[config.mk]
export PLATFORM = sky130hd
export DESIGN_NAME = nx1_varb
export DESIGN_NICKNAME = d
export VERILOG_FILES = /design/src/rtl/nx1_varb.sv
export SDC_FILE = /design/constraint.sdc
export NUM_CORES = 1
export LEC_CHECK = 0
export CAP_MARGIN = 5
export CORE_UTILIZATION = 45
export DETAILED_ROUTE_END_ITERATION = 8
export PLACE_DENSITY = 0.8
export SETUP_SLACK_MARGIN = 0.05
export SLEW_MARGIN = 20
export SYNTH_ARGS = -nofsm -noshare
export SYNTH_HDL_FRONTEND = slang
export SYNTH_SLANG_ARGS = --single-unit
[constraint.sdc]
create_clock -name I_CLK -period 1.9 [get_ports I_CLK]
set_input_delay 0.38 -clock I_CLK [delete_from_list [all_inputs] [get_ports I_CLK]]
set_output_delay 0.38 -clock I_CLK [all_outputs]
set_load 0.02 [all_outputs]
[src/rtl/nx1_varb.sv]
// nx1_varb: arbitrates one single-port synchronous VRAM between the Z80 and the display fetch.
// Optional: define NX1_VARB_FAIR_EN so a CPU starved by a display grant wins the next contest.
module nx1_varb #(
   parameter int MEM_LAT = 1
) (
   input  logic        I_CLK,
   input  logic        I_RESET_n,
   input  logic        I_CPU_REQ,
   input  logic        I_CPU_WE,
   input  logic [15:0] I_CPU_A,
   input  logic [7:0]  I_CPU_DO,
   output logic [7:0]  O_CPU_DI,
   output logic        O_CPU_WAIT_n,
   input  logic        I_DISP_REQ,
   input  logic [15:0] I_DISP_A,
   output logic [7:0]  O_DISP_D,
   output logic        O_DISP_VALID,
   output logic        O_DISP_OVR,
   input  logic        I_DISP_OVR_CLR,
   output logic        O_MEM_EN,
   output logic        O_MEM_WE,
   output logic [15:0] O_MEM_A,
   output logic [7:0]  O_MEM_DO,
   input  logic [7:0]  I_MEM_DI
);

   typedef enum logic [1:0] {IDLE, ISSUE, LAT, DONE} state_t;

   localparam logic [1:0] LAT_LAST = 2'((MEM_LAT > 1) ? (MEM_LAT - 2) : 0);

   state_t      state_q, state_d;
   logic [1:0]  lat_cnt_q, lat_cnt_d;

   logic        req_prev_q;
   logic        cpu_pend_q, cpu_pend_d;
   logic        cpu_live_q, cpu_live_d;
   logic        cpu_done_q, cpu_done_d;
   logic        disp_pend_q, disp_pend_d;
   logic [15:0] disp_a_q, disp_a_d;
   logic        disp_ovr_q, disp_ovr_d;
   logic        gnt_disp_q, gnt_disp_d;
   logic        gnt_we_q, gnt_we_d;
   logic [15:0] mem_a_q, mem_a_d;
   logic [7:0]  mem_do_q, mem_do_d;
   logic [7:0]  cpu_di_q, cpu_di_d;
   logic [7:0]  disp_d_q, disp_d_d;

   logic        cpu_first;
   logic        grant_disp;
   logic        grant_cpu;
   logic        in_done;

`ifdef NX1_VARB_FAIR_EN
   logic        tok_q, tok_d;

   always_comb begin
      cpu_first = tok_q & cpu_pend_q;
      tok_d     = tok_q;
      if (grant_disp && cpu_pend_q) tok_d = 1'b1;
      if (grant_cpu)                tok_d = 1'b0;
   end

   always_ff @(posedge I_CLK or negedge I_RESET_n) begin
      if (!I_RESET_n) tok_q <= 1'b0;
      else            tok_q <= tok_d;
   end
`else
   always_comb begin
      cpu_first = 1'b0;
   end
`endif

   // Grants are only issued from IDLE, so one access is ever in flight.
   always_comb begin
      grant_disp = 1'b0;
      grant_cpu  = 1'b0;
      in_done    = (state_q == DONE);
      if (state_q == IDLE) begin
         if (disp_pend_q && !cpu_first) grant_disp = 1'b1;
         else if (cpu_pend_q)           grant_cpu  = 1'b1;
      end
   end

   always_ff @(posedge I_CLK or negedge I_RESET_n) begin
      if (!I_RESET_n) begin
         state_q   <= IDLE;
         lat_cnt_q <= '0;
      end else begin
         state_q   <= state_d;
         lat_cnt_q <= lat_cnt_d;
      end
   end

   always_comb begin
      state_d   = state_q;
      lat_cnt_d = lat_cnt_q;
      case (state_q)
         IDLE: begin
            if (grant_disp || grant_cpu) state_d = ISSUE;
         end
         ISSUE: begin
            lat_cnt_d = '0;
            if (MEM_LAT > 1) state_d = LAT;
            else             state_d = DONE;
         end
         LAT: begin
            if (lat_cnt_q == LAT_LAST) state_d = DONE;
            else                       lat_cnt_d = lat_cnt_q + 2'd1;
         end
         DONE: begin
            state_d = IDLE;
         end
         default: begin
            state_d = IDLE;
         end
      endcase
   end

   // cpu_live drops if the CPU lets go mid-access, so a stale completion never releases WAIT.
   always_comb begin
      cpu_pend_d = cpu_pend_q;
      if (grant_cpu)                    cpu_pend_d = 1'b0;
      if (I_CPU_REQ && !req_prev_q)     cpu_pend_d = 1'b1;
      cpu_live_d = grant_cpu ? I_CPU_REQ : (cpu_live_q & I_CPU_REQ);
      cpu_done_d = I_CPU_REQ & (cpu_done_q | (in_done & ~gnt_disp_q & cpu_live_q));

      disp_pend_d = disp_pend_q;
      disp_a_d    = disp_a_q;
      if (grant_disp) disp_pend_d = 1'b0;
      if (I_DISP_REQ) begin
         disp_pend_d = 1'b1;
         disp_a_d    = I_DISP_A;
      end
      disp_ovr_d = disp_ovr_q;
      if (I_DISP_OVR_CLR)                             disp_ovr_d = 1'b0;
      if (I_DISP_REQ && disp_pend_q && !grant_disp)   disp_ovr_d = 1'b1;

      gnt_disp_d = gnt_disp_q;
      gnt_we_d   = gnt_we_q;
      mem_a_d    = mem_a_q;
      mem_do_d   = mem_do_q;
      if (grant_disp) begin
         gnt_disp_d = 1'b1;
         gnt_we_d   = 1'b0;
         mem_a_d    = disp_a_q;
      end else if (grant_cpu) begin
         gnt_disp_d = 1'b0;
         gnt_we_d   = I_CPU_WE;
         mem_a_d    = I_CPU_A;
         mem_do_d   = I_CPU_DO;
      end

      cpu_di_d  = cpu_di_q;
      disp_d_d  = disp_d_q;
      if (in_done) begin
         if (gnt_disp_q)     disp_d_d = I_MEM_DI;
         else if (!gnt_we_q) cpu_di_d = I_MEM_DI;
      end
   end

   always_ff @(posedge I_CLK or negedge I_RESET_n) begin
      if (!I_RESET_n) begin
         req_prev_q  <= 1'b0;
         cpu_pend_q  <= 1'b0;
         cpu_live_q  <= 1'b0;
         cpu_done_q  <= 1'b0;
         disp_pend_q <= 1'b0;
         disp_a_q    <= '0;
         disp_ovr_q  <= 1'b0;
         gnt_disp_q  <= 1'b0;
         gnt_we_q    <= 1'b0;
         mem_a_q     <= '0;
         mem_do_q    <= '0;
         cpu_di_q    <= '0;
         disp_d_q    <= '0;
      end else begin
         req_prev_q  <= I_CPU_REQ;
         cpu_pend_q  <= cpu_pend_d;
         cpu_live_q  <= cpu_live_d;
         cpu_done_q  <= cpu_done_d;
         disp_pend_q <= disp_pend_d;
         disp_a_q    <= disp_a_d;
         disp_ovr_q  <= disp_ovr_d;
         gnt_disp_q  <= gnt_disp_d;
         gnt_we_q    <= gnt_we_d;
         mem_a_q     <= mem_a_d;
         mem_do_q    <= mem_do_d;
         cpu_di_q    <= cpu_di_d;
         disp_d_q    <= disp_d_d;
      end
   end

   // Display data is passed straight through during DONE so it is valid with the strobe.
   always_comb begin
      O_MEM_EN     = (state_q == ISSUE);
      O_MEM_WE     = (state_q == ISSUE) & gnt_we_q;
      O_MEM_A      = mem_a_q;
      O_MEM_DO     = mem_do_q;
      O_CPU_DI     = cpu_di_q;
      O_CPU_WAIT_n = ~(I_CPU_REQ & ~cpu_done_q);
      O_DISP_VALID = in_done & gnt_disp_q;
      O_DISP_D     = (in_done && gnt_disp_q) ? I_MEM_DI : disp_d_q;
      O_DISP_OVR   = disp_ovr_q;
   end

endmodule

* After elaboration in Yosys (flattened, before gate mapping)
Index checks and enable logic that the tools add are counted.
** Storage, ports and cells
- Output and inout port bits :: 45
- Logic and storage cells :: 77
- Bits of input ports :: 54
- Register bits :: 68
** Cells by class
- Mux-type cells :: 23
- Bitwise logic cells :: 13
- $add $sub $neg :: 1
- Reduce and logical (&&, ||, !) cells :: 19
- Equality and inequality tests :: 6
** Operator list (number)
- 2-to-1 mux 16 bit :: 2
- 2-to-1 mux 1 bit :: 15
- nonzero test 2 bit :: 5
- 2-to-1 mux 8 bit :: 1
- case mux 2 bit (4 select lines) :: 1
- AND reduction 2 bit :: 4
- bitwise AND 1 bit :: 7
- 2-to-1 mux 2 bit :: 3
- NOT 1 bit :: 5
- equality test 2 bit (second input constant) :: 2
- logical AND 1 bit :: 4
- logical NOT 2 bit :: 2
- != test 2 bit (second input constant) :: 2
- case mux 2 bit (2 select lines) :: 1
- AND reduction 3 bit :: 1
- adder 2 x 1 -> 2 bit (second input constant) :: 1
- equality test 2 x 1 -> 1 bit (second input constant) :: 1
- logical NOT 1 bit :: 2
- != test 2 x 1 -> 1 bit (second input constant) :: 1
- logical OR 1 bit :: 1
- OR 1 bit :: 1

* Depth between registers and ports, before layout
- Word-level depth :: 6
- Gate-level depth with buffers :: 7
- Depth with buffers taken out :: 5

* Worst setup path before layout
No wires, ideal clock.
- Path type :: reg2out
- Start point :: reg state_q[0]
- End point :: out O_DISP_D[0]
- Arrival time :: 1270 ps
- Required time :: 1520 ps
- Cell stages (with the launch flop) :: 4
- Buffers on the path :: 0
- Setup slack :: 250 ps
- Cells stage by stage :: dfrtp_1 ha_1 nand2_1 mux2_2
** On the way
- Word-level cells in the longest chain between the ends :: 3
** RTL lines
- start: declaration :: line 31 : state_t state_q, state_d;
- start signal: assignment :: line 89 : state_q <= state_d;
- equality test 2 bit :: line 77 : in_done = (state_q == DONE);
- logical AND 1 bit :: line 202 : O_DISP_D = (in_done && gnt_disp_q) ? I_MEM_DI : disp_d_q;
- 2-to-1 mux 8 bit :: line 202
- end: declaration :: line 16 : output logic [7:0] O_DISP_D,
No other way between the ends.

* Worst setup path in the final report
- Start point :: reg state_q[1]
- End point :: out O_DISP_D[1]
The elaborated chain is that of the path after synthesis.

==> out/results.txt <==
The worst-path maximum fanout was 4; the number of buffers inserted by port buffering was 98. The type of the worst setup path is flip-flop to primary output. Of all cell types, the one taking the most synthesized area is dfrtp_1.

The cell family contributing the most delay on the critical path is flip-flops. Dividing total power by cell area gives a power density of 1626 nW/um^2. The run gives 5956 um^2 as the core footprint. Total routing usage reported by global routing: 21.02%. The number of maximum-capacitance constraint violations is 0.

Among all flip-flop cells after synthesis, the most frequent one is dfrtp_1. The first global-routing pass estimated 10050 um of wire. Summing every instance area after synthesis gives 2779 um^2.

The number of instances in the synthesized netlist is 212. By area the synthesized netlist is led by dfrtp_1 (61%), mux2_2 (17%), a32oi_1 (5.0%), nand2_1 (4.9%), ha_1 (2.3%). The number of unique standard cell types used by synthesis came out at 26. Across the VDD grid, the largest voltage drop is 0.001124 V.

Data arrival time of the worst path: 1.62 ns. The run gives 0.7081 as the final weighted congestion in routability-driven placement. The data required time of the worst path was 1.52 ns. The die is 80.59 um tall. On the critical path, the stage with the largest delay is an instance of dfrtp_1. By instance count, the leading cell after synthesis is dfrtp_1.

Counting instances in the post-synthesis netlist gives the leading cell types as dfrtp_1 (68), mux2_2 (42), nand2_1 (36), a32oi_1 (16), inv_1 (10). Total of endpoints with negative setup slack in the final report: 8. The signed area change from the synthesized netlist to the final layout works out to 53.80%. The H-tree was split into 3 levels. The logs give 0 for the max-slew violation total from the final report and 6757 um for the overall routed net length. Path category of the worst min-delay check: input pin to async pin. Summed over all layers, the global routing overflow is 0. The floorplan step set the die width to 80.59 um. CTS saw 68 sinks. The area taken by flip-flops and latches is 1702 um^2, and the maximum cell stage delay along the critical path is 0.38 ns. Cell at the root of the clock tree: clkbuf_8. Setup repair after global routing could not meet its margin everywhere.

Once the floorplan was initialized, standard cells occupied 46.66% of the core. In the final layout, the multi-input gates occupy 1037 um^2. For the number of antenna violations at the first check in global routing, the log shows 0. TritonCTS built the clock tree. Number of design-rule violations left by the first detailed-router iteration: 80. In the final design database the tool counted 396 nets. For the pin with the worst max-slew slack, the measured transition is 0.5043 ns. After routing the design area is 4274 um^2.

The net count after synthesis was 271. On the final layout, the worst clock skew is 0.008092 ns. The combined buffer and inverter count along the critical path is 2. STA classifies the critical path startpoint as a flip-flop. The synthesized design contains 0 enable-type register cells. The critical path goes through ha_2 > nand2_4 > clkbuf_16 > mux2_4 > buf_6. The run gives 9 as the total CTS buffers. The flip-flop and latch count after synthesis was 68; the final core utilization was 71.76%. The average wire length per cell after detail routing is 16.20 um, and the I/O pin count is 99. The average instance area after synthesis was 13.11 um^2. Clock-pin slew was measured on the worst setup and hold paths at 0.07 ns. Smallest setup slack after layout: -0.1033 ns.

Overall power of the completed layout: 6.950 mW. Type of element capturing the critical path: a primary output. The final cycle utilization of the critical path came out at 105.4%. Of all flip-flops after synthesis, the portion carrying an async set or reset was 100.0%. The time the worst path needs with I/O delays and setup works out to 2.003 ns. At the later pin of the worst-skew pair, clock insertion delay measures 0.34 ns. The worst relative slew slack came out at 66.38%. The pre-antenna-repair detailed-routing pass consisted of 4 iterations. The tools report the number of failing hold endpoints at the final stage as 0. The flow ran to the end, but the final reports show violations.

Using the TritonRoute via totals, the vias-per-cell ratio works out to 5.007. The post-route netlist has 29.82% of its cells at a drive strength greater than 1. Entering global routing, the biggest net connects 41 pins.

For the diode insertion count for antenna repair, the log shows 0. The logs give 2043 for the number of global-route vias before repair and 2088 for the detailed-route via count. Total number of yosys warnings: 0. The final reports fail on setup timing. The tools report the total cell area at the placement stage as 3950 um^2. The run gives 61.23% as the post-synthesis sequential area ratio. The detailed-placement wirelength estimate came out at 4617 um. In this run the static leakage power is 1.950 nW. The run gives 28 as the row count.

After clock tree synthesis, the flow added hold-fix buffers numbering 0. The run gives 0 as the final antenna-violating net count. The die covers 6494 um^2. The top cell type by area accounts for 61.23% of the synthesized area. Counting along the longest clock path gives a buffer depth of 2. The number of filler cells placed in the layout is 446. Based on the critical path, the design can be clocked at up to 499.2 MHz. In the routed design, unresolved DRC markers number 0.
sequential cells by signal, summed over array words and instances, names as in the netlist:
signal / cells
gnt_we_q: 1
disp_d_q: 8
O_MEM_DO: 8
disp_pend_q: 1
cpu_done_q: 1
gnt_disp_q: 1
O_DISP_OVR: 1
disp_a_q: 16
O_CPU_DI: 8
state_q: 2
O_MEM_A: 16
req_prev_q: 1
cpu_pend_q: 1
cpu_live_q: 1
lat_cnt_q: 2
path summary, 6_finish.rpt:
kind | to | cells past startpoint | startpoint | slack, ns
worst max-delay path | O_DISP_D[1] | 5 | state_q[1]$_DFFE_PN0P_ | -0.10
worst min-delay path | O_CPU_DI[3]$_DFFE_PN0P_ | 2 | I_RESET_n | 0.05
worst max register to register | O_CPU_DI[4]$_DFFE_PN0P_ | 5 | state_q[0]$_DFFE_PN0P_ | 0.14
worst min register to register | cpu_pend_q$_DFFE_PN0P_ | 1 | req_prev_q$_DFF_PN0_ | 0.44
max in group asynchronous | disp_a_q[5]$_DFFE_PN0P_ | 2 | I_RESET_n | 1.44
min in group I_CLK | cpu_pend_q$_DFFE_PN0P_ | 1 | req_prev_q$_DFF_PN0_ | 0.44
metal layers:
layer	global-route usage, %	vias to the layer above	wire length (um)
met5	0	-	0
met2	34.75	76	3349
met4	5.357	0	60
met1	26.43	1011	2886
met3	6.932	7	460
li1	-	994	-
repair_timing:
action / 4_1_cts / 5_1_grt
pin swaps: 0 / 3
gates resized for setup: 45 / 32
buffers inserted: 0 / 6
cloned: 0 / 1
endpoints found under the setup margin: 12 / 16
final cells by class:
cell class	instances	share of cell area (%)
clock inverters	4	1.112
repair buffers	124	28.10
well taps	75	2.196
inverters	10	0.8782
flip-flops and latches	68	39.81
clock buffers	12	3.630
multi-input cells	124	24.27
stage by stage:
stage / hold slack (ns) / instances / TNS (ns) / setup WS (ns)
final: 0.04871 / 417 / -0.6001 / -0.1033
after global routing: 0.07074 / 417 / -1.121 / -0.1645
after CTS: 0.04975 / 411 / -0.9929 / -0.1314
after detailed placement: 0.4204 / 395 / -1.527 / -0.1973
after global placement: 0.4112 / 395 / -1.211 / -0.1557
after floorplan: 0.08441 / 212 / 0 / 0.2501
cells by family (layout without fill, tap and decap cells):
kind of cell    after synthesis  after routing  synth area share [%]
buf+inv                      20            150                 3.557
fa+ha+maj                     5              5                 2.251
flops                        68             68                 61.23
simple gates                 48             48                 7.790
compound gates               28             28                 7.789
mux                          43             43                 17.38
power breakdown:
group	leakage (nW)	internal [mW]	total, mW	switching (mW)
Sequential	0.811	1.99	2.29	0.300
Combinational	1.04	1.83	3.46	1.63
Clock	0.102	0.674	1.20	0.531
Total	1.95	4.49	6.95	2.46
cells in the final DEF, fill, tap and decap left out, types with 2 or more instances in the layout:
| master | instances |
|---|---|
| buf_4 | 24 |
| clkdlybuf4s50_1 | 85 |
| a21o_1 | 2 |
| mux2_2 | 34 |
| nand2_1 | 35 |
| ha_1 | 2 |
| mux2_4 | 8 |
| nand2b_1 | 3 |
| buf_6 | 9 |
| dfrtp_1 | 68 |
| o21ai_0 | 4 |
| nor2_1 | 2 |
| ha_2 | 2 |
| clkinv_2 | 2 |
| clkbuf_8 | 11 |
| a32oi_1 | 16 |
| nand3_1 | 2 |
| inv_1 | 10 |
| clkbuf_2 | 2 |
(Power assumes the default switching activity.)
